File: src/rtl/cpu_pkg.sv
// Shared CPU definitions: condition codes, flag bit positions and result-stage sizing.
package cpu_pkg;

    typedef enum logic [2:0] {
        COND_AL = 3'b000,
        COND_EQ = 3'b001,
        COND_NE = 3'b010,
        COND_LT = 3'b011,
        COND_GE = 3'b100,
        COND_GT = 3'b101,
        COND_LE = 3'b110,
        COND_NV = 3'b111
    } cond_e;

    localparam int unsigned FLAG_N     = 3;
    localparam int unsigned FLAG_Z     = 2;
    localparam int unsigned FLAG_C     = 1;
    localparam int unsigned FLAG_V     = 0;
    localparam int unsigned FLAGS_W    = 4;
    localparam int unsigned FIFO_DEPTH = 2;

endpackage

File: src/rtl/cond_check.sv
// Combinational condition-code evaluation against a {N,Z,C,V} flag word.
module cond_check
    import cpu_pkg::*;
(
    input  logic [FLAGS_W-1:0] flags,
    input  logic [2:0]         cond,
    output logic               pass
);

    logic n;
    logic z;
    logic v;
    logic unused_c;

    assign n        = flags[FLAG_N];
    assign z        = flags[FLAG_Z];
    assign v        = flags[FLAG_V];
    assign unused_c = flags[FLAG_C];

    always_comb begin
        pass = 1'b0;
        case (cond_e'(cond))
            COND_AL: pass = 1'b1;
            COND_EQ: pass = z;
            COND_NE: pass = !z;
            COND_LT: pass = (n != v);
            COND_GE: pass = (n == v);
            COND_GT: pass = !z && (n == v);
            COND_LE: pass = z || (n != v);
            COND_NV: pass = 1'b0;
            default: pass = 1'b0;
        endcase
    end

endmodule

File: src/rtl/alu_result_stage.sv
// ALU result stage: predicated commit of flags and a 2-entry in-order result FIFO
// toward the register-file write port.
module alu_result_stage
    import cpu_pkg::*;
#(
    parameter int unsigned WIDTH = 32,
    parameter int unsigned RW    = 4
)(
    input  logic               clk,
    input  logic               rst,
    input  logic               in_valid,
    output logic               in_ready,
    input  logic [WIDTH-1:0]   in_result,
    input  logic [FLAGS_W-1:0] in_flags,
    input  logic [RW-1:0]      in_rd,
    input  logic [2:0]         in_cond,
    input  logic               in_reg_write,
    input  logic               in_flag_set,
    input  logic               flush,
    output logic               out_valid,
    input  logic               out_ready,
    output logic [WIDTH-1:0]   out_result,
    output logic [RW-1:0]      out_rd,
    output logic               out_we,
    output logic [FLAGS_W-1:0] flags_q
);

    logic [1:0]         count_q;
    logic [1:0]         count_d;
    logic               wr_ptr_q;
    logic               wr_ptr_d;
    logic               rd_ptr_q;
    logic               rd_ptr_d;
    logic               arm_q;
    logic               arm_d;
    logic [FLAGS_W-1:0] flags_d;

    logic [WIDTH-1:0]   result_mem_q [FIFO_DEPTH];
    logic [RW-1:0]      rd_mem_q     [FIFO_DEPTH];
    logic               we_mem_q     [FIFO_DEPTH];

    logic               cond_pass;
    logic               accept;
    logic               push;
    logic               pop;

    // Predicate uses the committed flag register only, never the incoming flags.
    cond_check u_cond_check (
        .flags (flags_q),
        .cond  (in_cond),
        .pass  (cond_pass)
    );

    // arm_q keeps in_ready low until the first edge after reset release.
    assign in_ready   = arm_q && (count_q != 2'(FIFO_DEPTH));
    assign out_valid  = (count_q != 2'd0);
    assign out_result = result_mem_q[rd_ptr_q];
    assign out_rd     = rd_mem_q[rd_ptr_q];
    assign out_we     = we_mem_q[rd_ptr_q];

    assign accept = in_valid && in_ready;
    assign push   = accept && cond_pass && !flush;
    assign pop    = out_valid && out_ready;

    always_comb begin
        arm_d    = 1'b1;
        count_d  = count_q;
        wr_ptr_d = wr_ptr_q;
        rd_ptr_d = rd_ptr_q;
        flags_d  = flags_q;

        if (flush) begin
            count_d  = 2'd0;
            wr_ptr_d = 1'b0;
            rd_ptr_d = 1'b0;
        end else begin
            if (push) begin
                wr_ptr_d = ~wr_ptr_q;
            end
            if (pop) begin
                rd_ptr_d = ~rd_ptr_q;
            end
            case ({push, pop})
                2'b10:   count_d = count_q + 2'd1;
                2'b01:   count_d = count_q - 2'd1;
                default: count_d = count_q;
            endcase
            if (push && in_flag_set) begin
                flags_d = in_flags;
            end
        end
    end

    always_ff @(posedge clk or posedge rst) begin
        if (rst) begin
            arm_q    <= 1'b0;
            count_q  <= 2'd0;
            wr_ptr_q <= 1'b0;
            rd_ptr_q <= 1'b0;
            flags_q  <= '0;
        end else begin
            arm_q    <= arm_d;
            count_q  <= count_d;
            wr_ptr_q <= wr_ptr_d;
            rd_ptr_q <= rd_ptr_d;
            flags_q  <= flags_d;
        end
    end

    // Payload storage is not reset; contents are ignored while out_valid is low.
    always_ff @(posedge clk) begin
        if (push) begin
            result_mem_q[wr_ptr_q] <= in_result;
            rd_mem_q[wr_ptr_q]     <= in_rd;
            we_mem_q[wr_ptr_q]     <= in_reg_write;
        end
    end

endmodule

File: config.mk
export PLATFORM = sky130hd
export DESIGN_NAME = alu_result_stage
export DESIGN_NICKNAME = d
export VERILOG_FILES = /design/src/rtl/cpu_pkg.sv /design/src/rtl/cond_check.sv /design/src/rtl/alu_result_stage.sv
export SDC_FILE = /design/constraint.sdc
export NUM_CORES = 1
export LEC_CHECK = 0
export CAP_MARGIN = 20
export CORE_ASPECT_RATIO = 1.2
export CORE_UTILIZATION = 50
export CTS_BUF_LIST = sky130_fd_sc_hd__clkbuf_4
export DETAILED_ROUTE_END_ITERATION = 10
export DONT_BUFFER_PORTS = 1
export PLACE_DENSITY = 0.71
export SLEW_MARGIN = 20
export SYNTH_ARGS = -nofsm -noshare
export SYNTH_HDL_FRONTEND = slang
export SYNTH_HIERARCHICAL = 1
export SYNTH_SLANG_ARGS = --single-unit
export TNS_END_PERCENT = 50
File: constraint.sdc
create_clock -name clk -period 5.25 [get_ports clk]
set_input_delay 0.2625 -clock clk [delete_from_list [all_inputs] [get_ports clk]]
set_output_delay 0.2625 -clock clk [all_outputs]
set_load 0.05 [all_outputs]
==> metrics.txt, run 1 <==
FF/Latch Area about 2400 µm²; switching power roughly 470 µW; main flop type after synthesis edfxtp_1; Cell Count, Final, Fillers Out ~300; fin util 63.6%; final hold viol count 0; fin crit share ~60%; final setup fails 0; Post-synth EDFFs 74; CTS tree built; Tmin final 3.14 ns; Chip Width around 75 µm; gr usage total between 15 and 20%; row count 31; post-CTS setup buffer count 0; Comb pwr share approximately 18%; CTS max path bufs 2; Initial Utilization between 50% and 60%; RR Startpoint flags_q[0]; IO Pins between 90 and 100; Pleak around 0.0013 µW; CTS resizes 0; core footprint slightly above 6000 µm²; vias in the first global route roughly 1.7k; crit path cell chain xnor2_1 -> a22o_1 -> a211oi_2 -> nand3_2 -> nor4_4 -> buf_6 -> buf_4; # DRC 0; hold path start out_ready; area grow syn2layout 21.1%; worst reg2reg setup slack about 2.1 ns; Post-Synthesis Cells 169; status finished clean; Post-DP HPWL between 3000 and 4000 µm; Hold Path End count_q[1]; RSZ-0062 raised after global routing no; Sw Ratio 31.9%; Synth Net Count ~220; initial antenna violation count 0; total congestion overflow 0; Avg Cell Area, Syn between 15 and 20 µm²; synth unique cells 32; Fin Setup TNS 0 ns; worst hold path class input port to flip-flop; Slew @ Worst Pin a little under 0.9 ns; Chip Height approximately 90 µm; Pint roughly 1000 µW; slew margin rel. between 40% and 50%; antenna viol nets, final 0; ANT cells 0; die area 6720 µm²; Seq pwr share between 50% and 60%; # hold bufs at CTS 43; Placed Cells incl. Taps 247; CP Capture Type flip-flop; clock root buffer clkbuf_4; Seq/Total Area, Yosys 76.5%; slowest cell on the critical path dfrtp_1; largest net degree at the start of global routing 39; clock sinks a little over 80; max_cap viols 0; multi-input logic area roughly 730 µm²; 1st-pass router iterations 4; final WL between 5000 and 6000 µm; Final #Nets 270; CP max stage delay between 0.7 and 0.8 ns; crit start category flip-flop; H-Tree Depth 3; fillcell total ~450; first-pass GRT wire length around 8000 µm; max-slew violations 0; drt wl/cell approximately 18 µm; Clk pwr share a little under a quarter; Crit Path Max Fanout 19; CP required ~5.3 ns; initial DRC count 44; # port buffers 0; pwr/cell area 377 nW/µm²; synthesized area ~3200 µm²; crit path DAT 3.22 ns; maximum VDD drop 208 µV; Worst Skew 0.0156 ns; total CTS buffers 9; Syn. warnings 6; Synth async-reset ratio around 11%; worst skew pair latency 0.40 ns; Hold Path Depth 3; via count approximately 1.7k; Worst R2R End rd_mem_q[0][0]; share of cells above drive strength 1 between 20 and 25%; Seq cells post-synth 83; Vias/cell approximately 5.4; Setup CP Type flip-flop to flip-flop; Peak Freq roughly 320 MHz; R2R cell count 7; gp weighted congestion ~0.66; Worst-path clk slew 0.12 ns
==> kinds of logic after synthesis <==
| group | count (synthesis) | synth area share [%] |
|---|---|---|
| AOI/OAI and AO/OA | 11 | 2.62 |
| and+or+nand+nor | 24 | 4.73 |
| xor gates and xnor gates | 2 | 0.548 |
| other | 1 | 0.117 |
| muxes | 41 | 14.4 |
| DFF | 83 | 76.5 |
| buffers and inverters | 7 | 1.02 |
==> worst max-delay path: cells and delay by family (launching register included) <==
kind | cells | cell delay, ns
flops | 1 | 0.71
buf+inv | 2 | 0.53
compound gates | 2 | 0.58
xor+xnor | 1 | 0.23
simple gates | 2 | 0.75
==> flip-flops by register name, indices dropped and copies added, names as in the netlist <==
name	count
count_q	2
flags_q	4
arm_q	1
rd_mem_q	8
wr_ptr_q	1
rd_ptr_q	1
result_mem_q	64
we_mem_q	2
==> per-stage QoR <==
| step | total power, µW | hold slack (ns) | cell area (µm²) | setup WS, ns |
|---|---|---|---|---|
| floorplan | 1070 | 0.0904 | 3200 | 1.27 |
| global placement | 1090 | 0.118 | 3300 | 2.04 |
| detailed placement | 1100 | 0.130 | 3300 | 1.89 |
| CTS | 1470 | 0.0178 | 3860 | 1.83 |
| global route | 1520 | 0.0300 | 3870 | 1.95 |
| finish | 1460 | 0.0522 | 3870 | 2.11 |
==> power groups by stage <==
stage                     Clock, µW  Combinational (µW)  Sequential [µW]
final                           337                 267              857
after global routing            381                 278              863
after CTS                       351                 263              855
after detailed placement          0                 232              871
after global placement            0                 226              867
after floorplan                   0                 222              852
==> cells in the mapped netlist (2+ instances only) <==
cell	count	area (µm²)
edfxtp_1	74	2220
buf_2	5	25.0
o21ai_0	3	15.0
nand3_2	2	20.0
mux2_1	10	113
nor3b_1	2	15.0
inv_1	2	7.51
nor2b_1	2	12.5
nor2_1	5	18.8
or4b_1	2	20.0
dfrtp_1	9	225
nand2_1	3	11.3
mux2_2	31	349
==> routing by layer <==
layer / vias to the layer above / GRT usage, % / part of all wire (%)
li1: 762 / - / -
met1: 833 / 16.0 / 35
met2: 67 / 31.1 / 55
met3: 7 / 8.26 / 7.8
met4: 0 / 7.55 / 1.5
met5: - / 0 / 0
==> layout make-up <==
cell class,count,area share (%)
clock buffers,10,1.94
well taps,82,2.65
flip-flops and latches,83,63.2
inverters,2,0.194
multi-input cells,79,19.0
clock inverters,6,1.45
repair buffers,45,11.6
==> worst max path at each step <==
stage / from / depth (start not counted) / slack, ns / endpoint
after floorplan: flags_q[0] / 5 / 1.27 / rd_mem_q[0][0]
after global placement: flags_q[0] / 6 / 2.04 / result_mem_q[0][15]
after detailed placement: flags_q[0] / 6 / 1.89 / result_mem_q[0][28]
after CTS: flags_q[0] / 6 / 1.83 / rd_mem_q[0][0]
after global routing: flags_q[0] / 7 / 1.95 / rd_mem_q[0][0]
final: flags_q[0] / 7 / 2.11 / rd_mem_q[0][0]
==> placed cells by master (no fill, tap or decap), types with 2 or more instances in the layout <==
cell and instances:
o21ai_0 3, nand2_1 3, mux2_2 31, inv_1 2
dfrtp_1 8, clkbuf_4 10, nor3b_1 2, edfxtp_1 74
mux2_1 10, or4b_1 2, clkinv_2 2, clkinv_1 2
nand3_2 2, dlygate4sd3_1 43, nor2_1 5, nor2b_1 2
(Power assumes the default switching activity.)
==> inputs of run 2 (changes only) <==
--- a/config.mk
+++ b/config.mk
@@ -11,7 +11,7 @@
 export CTS_BUF_LIST = sky130_fd_sc_hd__clkbuf_4
 export DETAILED_ROUTE_END_ITERATION = 10
 export DONT_BUFFER_PORTS = 1
-export PLACE_DENSITY = 0.71
+export PLACE_DENSITY = 0.68
 export SLEW_MARGIN = 20
 export SYNTH_ARGS = -nofsm -noshare
 export SYNTH_HDL_FRONTEND = slang
==> constraint.sdc (replaced) <==
create_clock -name clk -period 2.9 [get_ports clk]
set_input_delay 0.145 -clock clk [delete_from_list [all_inputs] [get_ports clk]]
set_output_delay 0.145 -clock clk [all_outputs]
set_load 0.05 [all_outputs]
==> run 2 against run 1 <==
Clock power rose by 110%. First-iteration DRC count rose by 48%. Non-clock buffer count rose by 4. Final cell count rose by 1.3%.
==> metrics.txt, run 2 (synthesis results as in run 1) <==
Hold Path Depth 2; total congestion overflow 0; CP max stage delay between 0.5 and 0.6 ns; worst reg2reg setup slack 0.13 ns; max_cap viols 0; Chip Width between 70 and 80 µm; clock root buffer clkbuf_4; initial antenna violation count 0; CTS max path bufs 2; # port buffers 0; final WL 5610 µm; first-pass GRT wire length approximately 8100 µm; vias in the first global route 1,789; Worst-path clk slew around 0.12 ns; drt wl/cell approximately 18 µm; fin util roughly 65%; clock sinks 83; gr usage total between 10% and 20%; fin crit share roughly 95%; slowest cell on the critical path dfrtp_2; Largest regs result_mem_q: 64 flops, rd_mem_q: 8 flops, flags_q: 4 flops; Peak Freq approximately 360 MHz; Worst Skew about 0.022 ns; die area about 6700 µm²; final hold viol count 0; fillcell total 443; Fin Setup TNS 0 ns; maximum VDD drop 561 µV; R2R cell count 7; most common cell after layout, fill and taps aside edfxtp_1; Crit Path Max Fanout 8; 1st-pass router iterations 4; antenna viol nets, final 0; pwr/cell area approximately 700 nW/µm²; IO Pins between 90 and 100; Placed Cells incl. Taps ~250; crit path DAT 3.11 ns; total CTS buffers 9; via count 1,645; CTS tree built; Largest register FFs 64; initial DRC count 65; Chip Height between 80 and 90 µm; worst skew pair latency 0.41 ns; H-Tree Depth 3; CP top delay family compound AO/OA/AOI/OAI gates; area grow syn2layout 24.6%; final setup fails 0; cell count along the critical path 7; Setup CP Type flip-flop to flip-flop; CP Capture Type flip-flop; max-slew violations 0; largest net degree at the start of global routing 38; crit path cell chain xnor2_2 -> a22o_1 -> a211oi_4 -> nand3_4 -> or4b_1 -> a31oi_1 -> dlygate4sd3_1; row count 31; crit start category flip-flop; Post-DP HPWL 3490 µm; gp weighted congestion 0.648; Initial Utilization a little over half; Cell Count, Final, Fillers Out 311; commonest non-fill, non-tap cells in the layout edfxtp_1 (74), dlygate4sd3_1 (45), mux2_2 (31), mux2_1 (10), clkbuf_4 (9); Pleak roughly 0.0013 µW; ANT cells 0; worst hold path class input port to flip-flop; Largest Register result_mem_q; CP required 3.25 ns; Vias/cell about 5.3; share of cells above drive strength 1 a little over a quarter; Tmin final around 2.8 ns; # DRC 0; core footprint 6090 µm²; Buf/Inv on CP 1; status finished clean; Final #Nets approximately 270
run 2: changes by cell type in the layout (fill, tap and decap cells not counted), moves of 2 or more:
| cell | delta |
|---|---|
| dfrtp_2 | +2 |
| buf_12 | +2 |
| clkinv_2 | -2 |
| dfrtp_1 | -2 |
| dlygate4sd3_1 | +2 |
run 2: what timing repair did:
| action | CTS | global route |
|---|---|---|
| buffers inserted | 0 | 1 |
| hold buffers | 45 | 0 |
| setup endpoints to repair | 0 | 1 |
| endpoints found under the hold margin | 91 | 0 |
| resized for setup | 0 | 2 |
run 2: layout make-up:
cell class | count | area [µm²] | area share (%)
clock buffer | 9 | 67.6 | 1.70
clock inverter | 7 | 92.6 | 2.32
multi-input combinational | 79 | 757 | 19.0
tap | 82 | 103 | 2.58
inverter | 2 | 7.51 | 0.188
timing repair buffer | 49 | 505 | 12.7
sequential | 83 | 2450 | 61.5
run 2: layer usage:
metal / part of all wire (%) / track usage (%)
met5: 0 / 0
met4: 2.4 / 11.5
met3: 6.9 / 4.91
met2: 54 / 30.9
met1: 36 / 17.9
run 2: final timing paths:
path / to / from
worst max-delay path: count_q[1] / flags_q[0]
worst min-delay path: count_q[0] / in_valid
worst max register to register: count_q[1] / flags_q[0]
worst min register to register: wr_ptr_q / wr_ptr_q
max in group asynchronous: flags_q[3] / rst
min in group asynchronous: flags_q[2] / rst
run 2: metrics by stage:
stage | setup WS [ns] | area [µm²] | total power (µW) | hold slack [ns]
2_1_floorplan | -0.214 | 3220 | 1960 | -0.0273
3_3_place_gp | 0.526 | 3350 | 2000 | 0.00249
3_5_place_dp | 0.479 | 3350 | 2020 | 0.0128
4_1_cts | 0.105 | 3960 | 2780 | 0.00960
5_1_grt | -0.0120 | 3980 | 2890 | 0.0178
6_report | 0.132 | 3980 | 2790 | 0.0370
run 2: power by group:
group | switching, µW | total, µW | internal, µW
combinational | 354 | 540 | 186
sequential | 157 | 1540 | 1380
clock | 361 | 708 | 347
total | 872 | 2790 | 1920
==> inputs of run 3 (changes only) <==
--- a/config.mk
+++ b/config.mk
@@ -6,7 +6,7 @@
 export NUM_CORES = 1
 export LEC_CHECK = 0
 export CAP_MARGIN = 20
-export CORE_ASPECT_RATIO = 1.2
+export CORE_ASPECT_RATIO = 1.25
 export CORE_UTILIZATION = 50
 export CTS_BUF_LIST = sky130_fd_sc_hd__clkbuf_4
 export DETAILED_ROUTE_END_ITERATION = 10
==> run 3 against run 2 <==
Clock skew shrank 0.0041 ns. Power is 0.49% lower. Count of clock-buffer cells in the layout grew 2. Fmax is 0.73% higher. Largest cell class unchanged.
==> metrics.txt, run 3 (synthesis results as in run 1) <==
area grow syn2layout 24.7%; vias in the first global route roughly 1.9k; via count 1,656; CTS max path bufs 2; CP startpoint flags_q[0]; crit path DAT ~3 ns; RSZ-0062 raised after global routing no; hold path start flush; row count 32; max_cap viols 0; clock sinks between 80 and 90; CP max stage delay 0.57 ns; worst reg2reg setup slack between 0.15 and 0.2 ns; Pleak approximately 0.0013 µW; Peak Freq ~360 MHz; Pwr Total between 2000 and 3000 µW; # DRC 0; drt wl/cell 17.1 µm; Tmin final 2.75 ns; Worst Skew about 0.018 ns; Setup CP Type flip-flop to flip-flop; pwr/cell area 695 nW/µm²; Placed Cells incl. Taps 252; crit path cell chain xnor2_2 -> o211a_1 -> a211oi_2 -> nand3_2 -> or4b_1 -> a31oi_1 -> dlygate4sd3_1; antenna viol nets, final 0; crit start category flip-flop; H-Tree Depth 3; first-pass GRT wire length between 8000 and 9000 µm; total congestion overflow 0; CP Capture Type flip-flop; CTS tree built; CP required around 3.2 ns; core footprint slightly above 6000 µm²; max-slew violations 0; Chip Width between 70 and 80 µm; hold_ws between 0.06 and 0.07 ns; maximum VDD drop roughly 570 µV; final hold viol count 0; Initial Utilization between 50% and 60%; worst hold path class input port to flip-flop; Post-DP Area about 3400 µm²; Chip Height a little over 90 µm; Vias/cell 5.24; Largest regs result_mem_q: 64 flops, rd_mem_q: 8 flops, flags_q: 4 flops; Crit Path Max Fanout 5; post-route cell area around 4000 µm²; commonest non-fill, non-tap cells in the layout edfxtp_1 (74), dlygate4sd3_1 (45), mux2_2 (31), clkbuf_4 (11), mux2_1 (10); IO Pins a little over 90; share of cells above drive strength 1 27.3%; # port buffers 0; initial DRC count 22; 1st-pass router iterations 4; Cell Count, Final, Fillers Out between 300 and 400; slowest cell on the critical path dlygate4sd3_1; Largest register FFs between 60 and 70; ANT cells 0; die area 6720 µm²; Final #Nets between 200 and 300; gp weighted congestion just under 0.7; fin crit share between 90% and 100%; clock root buffer clkbuf_4; status finished clean; Largest Register result_mem_q; largest net degree at the start of global routing 38; RR Startpoint flags_q[0]; Buf/Inv on CP 1; gr usage total approximately 17%; final WL roughly 5400 µm; Fin Setup TNS 0 ns; CP top delay family compound AO/OA/AOI/OAI gates; final setup fails 0; worst skew pair latency slightly above 0.4 ns; Post-DP HPWL about 3500 µm; initial antenna violation count 0; most common cell after layout, fill and taps aside edfxtp_1; total CTS buffers 9; Worst-path clk slew 0.12 ns
run 3: changes by cell type in the layout (fill, tap and decap cells not counted):
cell        before  now
clkinv_4         2    0
buf_4            2    4
clkinv_1         2    1
nand3_4          1    0
clkbuf_4         9   11
a211oi_4         1    0
nand3_2          1    2
a211oi_2         0    1
clkinvlp_4       1    2
run 3: metrics by stage:
step	setup WS [ns]	utilization (%)
after global routing	0.0831	64.7
after global placement	0.549	54.4
after CTS	0.0817	64.3
after detailed placement	0.467	54.4
after floorplan	-0.214	-
final	0.152	64.7
run 3: routing by layer:
layer / share of wire, % / up-vias / GRT usage, %
met5: 0 / - / 0
met4: 1.4 / 0 / 7.37
met3: 8.3 / 8 / 7.99
met2: 56 / 64 / 32.0
met1: 34 / 812 / 15.6
li1: - / 772 / -
run 3: power breakdown:
part | switching (µW) | internal, µW
clock | 351 | 367
sequential | 157 | 1380
combinational | 338 | 179
run 3: what timing repair did:
| item | in CTS | in global routing |
|---|---|---|
| resized for setup | 0 | 0 |
| buffers inserted | 0 | 3 |
| setup endpoints to repair | 0 | 1 |
| hold endpoints to repair | 91 | 0 |
| hold buffers | 45 | 0 |
run 3: layout make-up:
| cell class | count | area, µm² |
|---|---|---|
| sequential | 83 | 2450 |
| fill | 459 | 2180 |
| multi-input combinational | 79 | 742 |
| timing repair buffer | 51 | 520 |
| tap | 85 | 106 |
| clock buffer | 11 | 82.6 |
| clock inverter | 5 | 78.8 |
| inverter | 2 | 7.51 |
run 3: path summary, 6_finish.rpt:
| kind | to | cells past startpoint |
|---|---|---|
| setup / recovery | count_q[1] | 7 |
| hold / removal | count_q[0] | 2 |
| setup reg to reg | count_q[1] | 7 |
| hold reg to reg | wr_ptr_q | 2 |
| max in group asynchronous | flags_q[3] | 2 |
| min in group asynchronous | flags_q[2] | 2 |
